File: src/rtl/serial_or_reduce_pkg.sv
// -----------------------------------------------------------------------------
// serial_or_reduce_pkg
//   Shared types for the serial OR-reduction stage.
//   - sor_state_t : frame-level state of the reduction stage
//       IDLE  : no beats of the current frame held, no result pending
//       ACCUM : at least one beat of the current frame held
//       HOLD  : a finished frame result is presented downstream
// -----------------------------------------------------------------------------
package serial_or_reduce_pkg;

  typedef enum logic [1:0] {
    IDLE  = 2'd0,
    ACCUM = 2'd1,
    HOLD  = 2'd2
  } sor_state_t;

  // Single-bit OR expressed as a 2:1 mux: when a is set the output is forced
  // high, otherwise b passes through. Kept here so the gate and any checker
  // share one definition of the function.
  function automatic logic mux_or(input logic a, input logic b);
    mux_or = a ? 1'b1 : b;
  endfunction

endpackage : serial_or_reduce_pkg

File: src/rtl/serial_or_reduce_or_gate_using_mux.sv
// -----------------------------------------------------------------------------
// or_gate_using_mux
//   Two-input OR gate built from a 2:1 multiplexer.
//   Ports:
//     a  in  1  select / first operand
//     b  in  1  second operand (passed through when a=0)
//     y  out 1  a | b
// -----------------------------------------------------------------------------
module or_gate_using_mux
  import serial_or_reduce_pkg::*;
(
  input  logic a,
  input  logic b,
  output logic y
);

  assign y = mux_or(a, b);

endmodule : or_gate_using_mux

File: src/rtl/serial_or_reduce.sv
// -----------------------------------------------------------------------------
// serial_or_reduce
//   Streaming OR-reduction stage. WIDTH-bit beats arrive over valid/ready and
//   BEATS consecutive accepted beats are ORed bitwise into one frame result.
//   The result vector and its 1-bit reduction are held downstream until the
//   consumer takes them. A new frame may start in the same cycle the previous
//   result is consumed, so full streaming runs without bubbles.
//   Ports:
//     clk        in   1      clock, all state changes on posedge
//     rst        in   1      synchronous reset, active-high
//     up_valid   in   1      upstream beat valid
//     up_data    in   WIDTH  upstream beat data
//     up_ready   out  1      stage can take a beat this cycle
//     down_valid out  1      frame result valid
//     down_vec   out  WIDTH  bitwise OR of all beats of the frame
//     down_any   out  1      |down_vec
//     down_ready in   1      downstream accepts the result this cycle
// -----------------------------------------------------------------------------
module serial_or_reduce
  import serial_or_reduce_pkg::*;
#(
  parameter int WIDTH = 8,
  parameter int BEATS = 4
) (
  input  logic             clk,
  input  logic             rst,
  input  logic             up_valid,
  input  logic [WIDTH-1:0] up_data,
  output logic             up_ready,
  output logic             down_valid,
  output logic [WIDTH-1:0] down_vec,
  output logic             down_any,
  input  logic             down_ready
);

  localparam int CNT_W = (BEATS > 1) ? $clog2(BEATS) : 1;
  localparam logic [CNT_W-1:0] CNT_LAST = CNT_W'(BEATS - 1);
  localparam logic [CNT_W-1:0] CNT_ONE  = CNT_W'(1);

  sor_state_t       state_r;
  sor_state_t       state_next_s;
  logic [CNT_W-1:0] cnt_r;
  logic [WIDTH-1:0] acc_r;
  logic             down_valid_r;
  logic [WIDTH-1:0] down_vec_r;
  logic             down_any_r;

  logic             up_ready_s;
  logic             accept_s;
  logic             emit_s;
  logic             consume_s;
  logic [WIDTH-1:0] acc_masked_s;
  logic [WIDTH-1:0] acc_next_s;

  // Handshake qualifiers. The only combinational input-to-output path is
  // down_ready -> up_ready, which lets a beat enter on the consume cycle.
  always_comb begin
    up_ready_s = 1'b0;
    accept_s   = 1'b0;
    emit_s     = 1'b0;
    consume_s  = 1'b0;
    up_ready_s = (state_r != HOLD) | down_ready;
    accept_s   = up_valid & up_ready_s;
    // cnt is 0 in IDLE and HOLD, so a single compare covers BEATS==1 as well
    emit_s     = accept_s & (cnt_r == CNT_LAST);
    consume_s  = down_valid_r & down_ready;
  end

  // The first beat of a frame must not inherit stale accumulator bits.
  always_comb begin
    acc_masked_s = {WIDTH{1'b0}};
    if (cnt_r == {CNT_W{1'b0}}) begin
      acc_masked_s = {WIDTH{1'b0}};
    end else begin
      acc_masked_s = acc_r;
    end
  end

  // Per-bit OR of the masked accumulator with the incoming beat.
  genvar gi;
  generate
    for (gi = 0; gi < WIDTH; gi++) begin : g_or
      or_gate_using_mux u_or (
        .a (acc_masked_s[gi]),
        .b (up_data[gi]),
        .y (acc_next_s[gi])
      );
    end
  endgenerate

  // Next-state decode for the frame FSM.
  always_comb begin
    state_next_s = state_r;
    case (state_r)
      IDLE: begin
        if (accept_s) begin
          state_next_s = emit_s ? HOLD : ACCUM;
        end else begin
          state_next_s = IDLE;
        end
      end
      ACCUM: begin
        if (accept_s) begin
          state_next_s = emit_s ? HOLD : ACCUM;
        end else begin
          state_next_s = ACCUM;
        end
      end
      HOLD: begin
        if (consume_s) begin
          // a beat accepted alongside the consume opens the next frame
          if (accept_s) begin
            state_next_s = emit_s ? HOLD : ACCUM;
          end else begin
            state_next_s = IDLE;
          end
        end else begin
          state_next_s = HOLD;
        end
      end
      default: begin
        state_next_s = IDLE;
      end
    endcase
  end

  // State, beat counter, accumulator and registered result outputs.
  always_ff @(posedge clk) begin
    if (rst) begin
      state_r      <= IDLE;
      cnt_r        <= {CNT_W{1'b0}};
      acc_r        <= {WIDTH{1'b0}};
      down_valid_r <= 1'b0;
      down_vec_r   <= {WIDTH{1'b0}};
      down_any_r   <= 1'b0;
    end else begin
      state_r <= state_next_s;

      if (emit_s) begin
        cnt_r      <= {CNT_W{1'b0}};
        acc_r      <= {WIDTH{1'b0}};
        down_vec_r <= acc_next_s;
        down_any_r <= |acc_next_s;
      end else if (accept_s) begin
        cnt_r <= cnt_r + CNT_ONE;
        acc_r <= acc_next_s;
      end

      // a fresh result wins over the consume of the previous one
      if (emit_s) begin
        down_valid_r <= 1'b1;
      end else if (consume_s) begin
        down_valid_r <= 1'b0;
      end
    end
  end

  assign up_ready   = up_ready_s;
  assign down_valid = down_valid_r;
  assign down_vec   = down_vec_r;
  assign down_any   = down_any_r;

endmodule : serial_or_reduce

File: config.mk
export PLATFORM = sky130hd
export DESIGN_NAME = serial_or_reduce
export DESIGN_NICKNAME = d
export VERILOG_FILES = /design/src/rtl/serial_or_reduce_pkg.sv /design/src/rtl/serial_or_reduce_or_gate_using_mux.sv /design/src/rtl/serial_or_reduce.sv
export SDC_FILE = /design/constraint.sdc
export NUM_CORES = 1
export LEC_CHECK = 0
export ABC_AREA = 1
export BUFFER_PORTS_ARGS = -buffer_cell sky130_fd_sc_hd__buf_2
export CAP_MARGIN = 20
export CORE_MARGIN = 1
export CORE_UTILIZATION = 47
export CTS_BUF_LIST = sky130_fd_sc_hd__clkbuf_16
export DETAILED_ROUTE_END_ITERATION = 10
export GPL_ROUTABILITY_DRIVEN = 0
export PLACE_DENSITY_LB_ADDON = 0.05
export SYNTH_ARGS = -nofsm -noshare
export SYNTH_HDL_FRONTEND = slang
export SYNTH_HIERARCHICAL = 1
export SYNTH_SLANG_ARGS = --single-unit
File: constraint.sdc
create_clock -name clk -period 3.86 [get_ports clk]
set_input_delay 0.386 -clock clk [delete_from_list [all_inputs] [get_ports clk]]
set_output_delay 0.386 -clock clk [all_outputs]
set_load 0.01 [all_outputs]
==> results of run 1 <==
## worst min-delay path by stage
| stage | slack [ns] | startpoint | endpoint |
|---|---|---|---|
| floorplan | 0.44 | acc_r[0]$_SDFFE_PP0P_ | acc_r[0]$_SDFFE_PP0P_ |
| global placement | 0.45 | acc_r[6]$_SDFFE_PP0P_ | acc_r[6]$_SDFFE_PP0P_ |
| detailed placement | 0.46 | acc_r[1]$_SDFFE_PP0P_ | acc_r[1]$_SDFFE_PP0P_ |
| CTS | 0.36 | rst | down_vec[0]$_SDFFE_PP0P_ |
| global route | 0.38 | rst | down_vec[5]$_SDFFE_PP0P_ |
| finish | 0.36 | rst | down_vec[0]$_SDFFE_PP0P_ |
## cell families after synthesis
family          after synthesis  share of synthesized area
buf+inv                      39                      0.159
compound gates               20                     0.0994
flops                        22                      0.412
fa+ha+maj                     2                     0.0234
simple gates                 70                      0.306
## area by class of cell
class,count,area [µm²]
Fill cell,209,792
Multi-Input combinational cell,92,459
Sequential cell,22,440
Inverter,34,128
Timing Repair Buffer,22,110
Clock buffer,3,75.1
Tap cell,27,33.8
Clock inverter,1,3.75
## per-layer routing
metal  vias to the layer above  wire (µm)  share of wire
met5                         -          0              0
met4                         0         19         0.0091
met3                         2         93          0.045
met2                        23        937           0.45
met1                       406       1040           0.50
li1                        515          -              -
## critical path: cells and delay by family, from the launching register on
| kind | cells | cell delay [ns] |
|---|---|---|
| flip-flops | 1 | 0.33 |
| buffers and inverters | 1 | 0.18 |
| AND/OR/NAND/NOR | 2 | 0.28 |
## per-stage QoR
step / util / instance area [µm²]
floorplan: - / 1070
global placement: 0.574 / 1170
detailed placement: 0.574 / 1170
CTS: 0.612 / 1250
global route: 0.612 / 1250
finish: 0.612 / 1250
## report_power, final
part	total [mW]	internal [mW]	switching [mW]	leakage, nW
clock network	0.215	0.138	0.0769	0.0385
registers	0.241	0.236	0.00490	0.180
logic	0.0514	0.0191	0.0323	0.384
## cells in the mapped netlist, types with 2 or more instances
master,n,area (µm²)
nand4_1,3,18.8
nand2_2,3,18.8
ha_1,2,25.0
nor2_2,3,18.8
o21ai_1,6,30.0
nand3_1,17,85.1
inv_1,33,124
dfxtp_1,22,440
nor2_1,14,52.6
a21oi_1,12,60.1
nand2_1,28,105
## registers in the layout, indices dropped and copies added (netlist names)
signal      flops
state_r         2
down_valid      1
cnt_r           2
acc_r           8
down_vec        8
down_any        1
==> impl_metrics.tcl, run 1 <==
set metrics [dict create \
    outcome "complete, no violations" \
    die_h_um 49.7 \
    dieArea_mm2 0.00247 \
    cts_setup_buffers 0 \
    wire_per_inst_um 10.4 \
    synthToLayoutAreaGrowth_pct 16.8 \
    worst_setup_path_start_kind "flip-flop" \
    worstMarginPinSlew_ns 0.305 \
    p_per_area_mw_per_mm2 406 \
    period_minus_slack_ns 1.42 \
    use_met3 0.0309 \
    hold_ws_ns 0.361 \
    cp.arrival_ns 1.04 \
    worstPathMaxFanout 16 \
    clock_sinks 22 \
    path_class "flip-flop to output port" \
    h-tree-depth 1 \
    synth.avg_cell_area_um2 6.99 \
    crit_path_end_kind "output port" \
    routed_via_density 4.71 \
    leakagePower_nw 0.602 \
    setup_ws_ns 2.44 \
    endpoint "up_ready" \
    yosysWarningCount 6 \
    io_buffers 22 \
    vdd_ir_drop_max_mv 0.267 \
    synthFlopType "dfxtp_1" \
    cap_violations 0 \
    slowest_stage "dfxtp_1" \
    drtPass1Iterations 4 \
    grtUsageMet2 0.286 \
    fin_skew_ns 0.00214 \
    min_path_type "input pin to flip-flop" \
    drc_errors 0 \
    grt_use_total 0.184 \
    max_stage_delay_ns 0.33 \
    drive_gt1_frac 0.195 \
    power.total_mw 0.507 \
    r2r-start "cnt_r[0]$_SDFFE_PP0P_" \
    synth_area_mm2 0.00107 \
    cts_buffer_depth 2 \
    required_ns 3.47 \
    start_util 0.524 \
    pre_cts_ws_ns 2.44 \
    drt-total-wl_mm 2.09 \
    worstHoldPathCells 2 \
    synth_edf_count 0 \
    layout_common_cells "inv_1 (33), nand2_1 (28), dfxtp_1 (22), buf_2 (22), nand3_1 (17)" \
    placementRows 16 \
    path_cells "nor2_2, nand2_4, buf_2" \
    stdcell_count 201 \
    ys_async_sr_fraction 0 \
    yosysSeqAreaShare 0.412 \
    setup_viol 0 \
    min_period_over_period 0.369 \
    fin_setup_tns_ns 0 \
    place_inst 197 \
    syn_nets 167 \
    final_common_cell "inv_1" \
    reg2regPathDepth 9 \
    slew_viol_final 0 \
    cts_inserted_buffers 3 \
    syn_inst 153 \
    clock_latency_ns 0.25 \
    core_area_mm2 0.00204 \
    overflow 0 \
    max_freq_mhz 703 \
    cts_hold_buf 0 \
    rsz0062_at_grt "false" \
    ctsResizeCount 0 \
    worstSetupStartpoint "state_r[0]$_SDFF_PP0_" \
    dp_hpwl_mm 1.54 \
    die_width_um 49.7 \
    num_io_pins 23 \
    diodes 0 \
    grt_busiest_layer "met2" \
    use_met1 0.258 \
    clkSlewWorstSetupHoldPaths_ns 0.06 \
    grt_pass1_wl_mm 3.50 \
    ant_nets 0 \
    antenna_found_initial 0 \
    first_global_vias 835 \
    max-slew-margin-rel 0.797 \
    crit-reg2reg-capture "down_any$_SDFFE_PP0P_" \
    cts_root_buf "clkbuf_16" \
    drt_first_iter_violations 18 \
    vias 946 \
    r2r_setup_slack_ns 2.48 \
    ys_types 21 \
    yosys_register_bits 22 \
    tritoncts "yes" \
    fin_nets 189 \
    hold_viol 0 \
    grt_max_degree 17 \
]
No activity file was read; power rests on OpenSTA's default activity.
==> run 2: changes to the inputs <==
clock period = 1.2 ns   (was 3.86 ns; I/O delays follow)
==> run 2 against run 1 <==
  * The flow now finishes with violations (negative setup slack)
  * Sequential cell count unchanged
  * Register-to-register slack got worse by 2.5 ns
  * Worst hold slack got worse by 0.26 ns
  * Critical path type is now flip-flop to flip-flop
  * Critical endpoint is now down_any$_SDFFE_PP0P_
  * Largest power group unchanged
==> impl_metrics.tcl, run 2 (synthesis results as in run 1) <==
set metrics [dict create \
    dieArea_mm2 0.00247 \
    drtPass1Iterations 4 \
    leakagePower_nw 0.673 \
    path_class "flip-flop to flip-flop" \
    r2r-start "cnt_r[0]$_SDFFE_PP0P_" \
    worstPathMaxFanout 8 \
    worst_setup_path_start_kind "flip-flop" \
    vdd_ir_drop_max_mv 0.587 \
    grt_use_total 0.198 \
    worstMarginPinSlew_ns 0.262 \
    h-tree-depth 1 \
    cts_buffer_depth 2 \
    start_util 0.524 \
    drc_errors 0 \
    min_from "rst" \
    fin_nets 199 \
    die_width_um 49.7 \
    routed_via_density 4.90 \
    vias 1030 \
    first_global_vias 865 \
    cts_hold_buf 0 \
    drt_first_iter_violations 18 \
    final_common_cell "inv_1" \
    stdcell_count 210 \
    overflow 0 \
    drt-total-wl_mm 2.42 \
    min_period_over_period 1.03 \
    diodes 0 \
    min_path_type "input pin to flip-flop" \
    worstHoldPathCells 2 \
    fin_skew_ns 0.00282 \
    place_inst 202 \
    hold_viol 0 \
    cts_inserted_buffers 3 \
    max_freq_mhz 808 \
    num_io_pins 23 \
    wire_per_inst_um 11.5 \
    tritoncts "yes" \
    outcome "complete, but fails checks" \
    antenna_found_initial 0 \
    r2r_setup_slack_ns -0.04 \
    placementRows 16 \
    setup_viol 1 \
    drive_gt1_frac 0.361 \
    reg2regPathDepth 9 \
    cp.arrival_ns 1.38 \
    clock_latency_ns 0.25 \
    io_buffers 22 \
    rsz0062_at_grt "true" \
    setup_ws_ns -0.0373 \
    cts_root_buf "clkbuf_16" \
    p_per_area_mw_per_mm2 1170 \
    required_ns 1.35 \
    die_h_um 49.7 \
    clkSlewWorstSetupHoldPaths_ns 0.05 \
    clock_sinks 22 \
    max-slew-margin-rel 0.824 \
    holdPathEnd "down_valid$_SDFFE_PP0P_" \
    cap_violations 0 \
    crit_path_end_kind "flip-flop" \
    grt_pass1_wl_mm 3.71 \
    fin_util 0.702 \
    synthToLayoutAreaGrowth_pct 34.0 \
    dp_hpwl_mm 1.65 \
    crit-reg2reg-capture "down_any$_SDFFE_PP0P_" \
    slew_viol_final 0 \
    core_area_mm2 0.00204 \
    ant_nets 0 \
    fillers 183 \
    grt_max_degree 13 \
    violations "negative setup slack" \
    layout_common_cells "inv_1 (31), nand2_1 (24), buf_2 (22)" \
    period_minus_slack_ns 1.24 \
]
run 2: cell count changes in the layout (fill, tap and decap cells not counted), sizes merged:
cell and delta:
buf +10, clkinv -1
run 2: per-layer routing:
layer  part of all wire  up-vias  GRT usage
met5                  0        -          0
met2               0.48       25      0.313
met1               0.47      467      0.271
li1                   -      534          -
met3              0.043        4     0.0278
met4             0.0095        0     0.0714
run 2: power breakdown:
part	switching [mW]	leakage (nW)	internal (mW)
Clock	0.248	0.0370	0.440
Combinational	0.127	0.455	0.0893
Sequential	0.0184	0.180	0.761
Total	0.393	0.673	1.29
run 2: layout make-up:
| cell class | count | area, µm² | area share |
|---|---|---|---|
| timing repair buffer | 32 | 205 | 0.143 |
| inverter | 34 | 128 | 0.0890 |
| tap | 27 | 33.8 | 0.0236 |
| clock buffer | 3 | 75.1 | 0.0524 |
| multi-input combinational | 92 | 548 | 0.382 |
| sequential | 22 | 444 | 0.310 |
run 2: metrics by stage:
| stage | TNS, ns | cell area [µm²] | total power, mW | hold slack [ns] | setup slack [ns] |
|---|---|---|---|---|---|
| 6_report | -0.0373 | 1430 | 1.68 | 0.101 | -0.0373 |
| 5_1_grt | -0.252 | 1430 | 1.75 | 0.113 | -0.122 |
| 4_1_cts | -0.00962 | 1340 | 1.66 | 0.102 | -0.00962 |
| 3_5_place_dp | -0.0194 | 1240 | 0.974 | 0.356 | -0.0194 |
| 3_3_place_gp | 0 | 1240 | 0.969 | 0.352 | 0.00466 |
| 2_1_floorplan | 0 | 1090 | 0.924 | 0.189 | 0.00386 |
run 2: worst max-delay path by stage:
stage                          start               endpoint  slack (ns)  cells after the start
2_1_floorplan  cnt_r[1]$_SDFFE_PP0P_  down_any$_SDFFE_PP0P_       0.004                     10
3_3_place_gp   cnt_r[1]$_SDFFE_PP0P_  down_any$_SDFFE_PP0P_       0.005                      9
3_5_place_dp   cnt_r[0]$_SDFFE_PP0P_  down_any$_SDFFE_PP0P_       -0.02                      9
4_1_cts        cnt_r[0]$_SDFFE_PP0P_  down_any$_SDFFE_PP0P_       -0.01                      9
5_1_grt        cnt_r[0]$_SDFFE_PP0P_  down_any$_SDFFE_PP0P_       -0.12                      9
6_report       cnt_r[0]$_SDFFE_PP0P_  down_any$_SDFFE_PP0P_       -0.04                      9
run 2: repair_timing:
item | CTS | global route
endpoints found under the setup margin | 2 | 16
gates resized for setup | 2 | 20
buffers inserted | 3 | 2
pin swaps | 9 | 8
gates cloned | 0 | 0
run 2: critical path, cell delays in order (launching register included):
cell and delay (ns):
dfxtp_2 0.33, inv_2 0.07, ha_4 0.17, nor2_1 0.05, inv_1 0.06, nand2_2 0.08, nor2_2 0.12, nand4_1 0.12
nor2_2 0.10, nor2_2 0.03
==> run 3: changes to the inputs <==
ABC_AREA = 0   (was 1)
==> run 3 against run 2 <==
  * The flow still finishes with violations (negative setup slack)
  * Non-clock buffer count grew 23
  * Critical endpoint unchanged
  * Core utilization grew 12 points
  * First-iteration DRC count shrank 5.6%
==> impl_metrics.tcl, run 3 <==
set metrics [dict create \
    vias 1160 \
    place_inst 186 \
    p_per_area_mw_per_mm2 1170 \
    placed_cell_area_mm2 0.00134 \
    yosysSeqAreaShare 0.409 \
    diodes 0 \
    wire_per_inst_um 16.2 \
    core_area_mm2 0.00206 \
    worstSetupStartpoint "cnt_r[0]$_SDFFE_PP0P_" \
    synth_commonest_cells "dfxtp_1 (22), a21oi_1 (19), o21ai_0 (16)" \
    yosysTopAreaCellShare 0.409 \
    worstPathMaxFanout 4 \
    synthToLayoutAreaGrowth_pct 58.3 \
    grt_use_total 0.280 \
    drc_errors 0 \
    synth.avg_cell_area_um2 8.62 \
    max-slew-margin-rel 0.828 \
    hold_viol 0 \
    period_minus_slack_ns 1.84 \
    cts_root_buf "clkbuf_16" \
    vdd_ir_drop_max_mv 0.903 \
    syn_inst 125 \
    min_from "down_ready" \
    fin_nets 189 \
    pre_cts_ws_ns -0.585 \
    grt_max_degree 14 \
    synth_area_leader_cell "dfxtp_1" \
    cts_buffer_depth 2 \
    layout_common_cells "buf_2 (21), buf_4 (19), dfxtp_1 (18)" \
    overflow 0 \
    routed_via_density 5.77 \
    synth_top_family_by_area "simple AND/OR/NAND/NOR gates" \
    ys_async_sr_fraction 0 \
    drive_gt1_frac 0.494 \
    clkSlewWorstSetupHoldPaths_ns 0.06 \
    io_buffers 22 \
    outcome "complete, but fails checks" \
    synth_compound_area_frac 0.201 \
    ys_types 26 \
    drtPass1Iterations 4 \
    cp.arrival_ns 1.97 \
    dp_hpwl_mm 1.96 \
    dieArea_mm2 0.00249 \
    min_period_over_period 1.54 \
    synth_xor_area_frac 0 \
    yosysWarningCount 6 \
    rsz0062_at_grt "true" \
    die_h_um 49.9 \
    yosys_register_bits 22 \
    worstMarginPinSlew_ns 0.258 \
    min_path_type "input pin to flip-flop" \
    clock_latency_ns 0.26 \
    synth_fa_ha_area_frac 0.0232 \
    first_global_vias 1145 \
    cts_hold_buf 0 \
    h-tree-depth 1 \
    drt_first_iter_violations 17 \
    syn_nets 139 \
    cap_violations 0 \
    tritoncts "yes" \
    r2r-start "cnt_r[0]$_SDFFE_PP0P_" \
    violations "negative setup slack" \
    required_ns 1.33 \
    synthSimpleGateAreaFrac 0.292 \
    clock_sinks 22 \
    die_width_um 49.9 \
    synthFlopType "dfxtp_1" \
    start_util 0.522 \
    worst_setup_path_start_kind "flip-flop" \
    drt-total-wl_mm 3.26 \
    fillers 125 \
    path_class "flip-flop to flip-flop" \
    leakagePower_nw 0.679 \
    synth_edf_count 0 \
    hold_ws_ns 0.204 \
    grt_pass1_wl_mm 5.23 \
    stdcell_count 201 \
    setup_viol 20 \
    fin_setup_tns_ns -2.41 \
    max_freq_mhz 543 \
    num_io_pins 23 \
    crit_path_end_kind "flip-flop" \
    final_common_cell "buf_2" \
    placementRows 16 \
    synth_mux_area_frac 0 \
    slew_viol_final 0 \
    synth_area_leaders "dfxtp_1 (41%), a21oi_1 (8.8%), o21ai_0 (7.4%)" \
    synth_area_mm2 0.00108 \
    synthMostInstantiatedCell "dfxtp_1" \
    fin_skew_ns 0.00304 \
    final_area_mm2 0.00171 \
    ant_nets 0 \
    cts_inserted_buffers 3 \
    antenna_found_initial 0 \
    setup_ws_ns -0.642 \
]
[run 3: cell count changes after synthesis, sizes merged, moves of 2 or more]
| cell | before | now |
|---|---|---|
| a21oi | 13 | 19 |
| inv | 33 | 5 |
| clkbuf | 2 | 4 |
| nor2 | 17 | 1 |
| or4 | 0 | 3 |
| nand4b | 0 | 9 |
| nor2b | 0 | 8 |
| or2 | 0 | 8 |
| nand2 | 32 | 3 |
| o21ai | 6 | 19 |
| nand4 | 3 | 8 |
| nand3 | 18 | 1 |
| buf | 3 | 6 |
[run 3: repair_timing]
action | CTS | global route
setup buffers | 13 | 6
endpoints found under the setup margin | 23 | 22
pin swaps | 29 | 22
resized for setup | 42 | 11
[run 3: layout make-up]
type / instances / area (µm²) / share of cell area
timing repair buffer: 55 / 437 / 0.256
clock buffer: 3 / 75.1 / 0.0440
inverter: 5 / 18.8 / 0.0110
clock inverter: 1 / 30.0 / 0.0176
sequential: 22 / 445 / 0.261
multi-input combinational: 88 / 666 / 0.390
tap: 27 / 33.8 / 0.0198
[run 3: worst paths after layout]
check	to	slack, ns	cells after the start
setup reg to reg	down_any$_SDFFE_PP0P_	-0.64	7
hold reg to reg	down_vec[4]$_SDFFE_PP0P_	0.46	2
setup / recovery	down_any$_SDFFE_PP0P_	-0.64	7
hold / removal	down_valid$_SDFFE_PP0P_	0.20	3
[run 3: report_power, final]
part | switching, mW | total [mW] | internal [mW]
combinational | 0.132 | 0.285 | 0.153
clock | 0.272 | 0.934 | 0.662
sequential | 0.0165 | 0.777 | 0.760
total | 0.421 | 2.00 | 1.58
[run 3: per-layer routing]
layer  GRT usage  share of wire
met1       0.343           0.41
met5           0              0
met4      0.0714          0.021
met3      0.0525          0.044
met2       0.495           0.52
[run 3: cell families (layout without fill, tap and decap cells)]
logic type      Yosys count  after routing
flops                    22             22
compound gates           41             41
buf+inv                  15             64
fa+ha+maj                 2              2
simple gates             45             45
[run 3: stage by stage]
stage,power [mW],utilization
after floorplan,0.908,-
after global placement,1.00,0.649
after detailed placement,1.01,0.649
after CTS,1.96,0.803
after global routing,2.06,0.827
final,2.00,0.827
[run 3: worst max-delay path: stages, from the launching register on]
cell      delay, ns
dfxtp_2        0.33
inv_2          0.06
ha_4           0.15
nor2b_1        0.05
or2_1          0.24
or4_4          0.55
nor4_4         0.26
a211oi_2       0.07
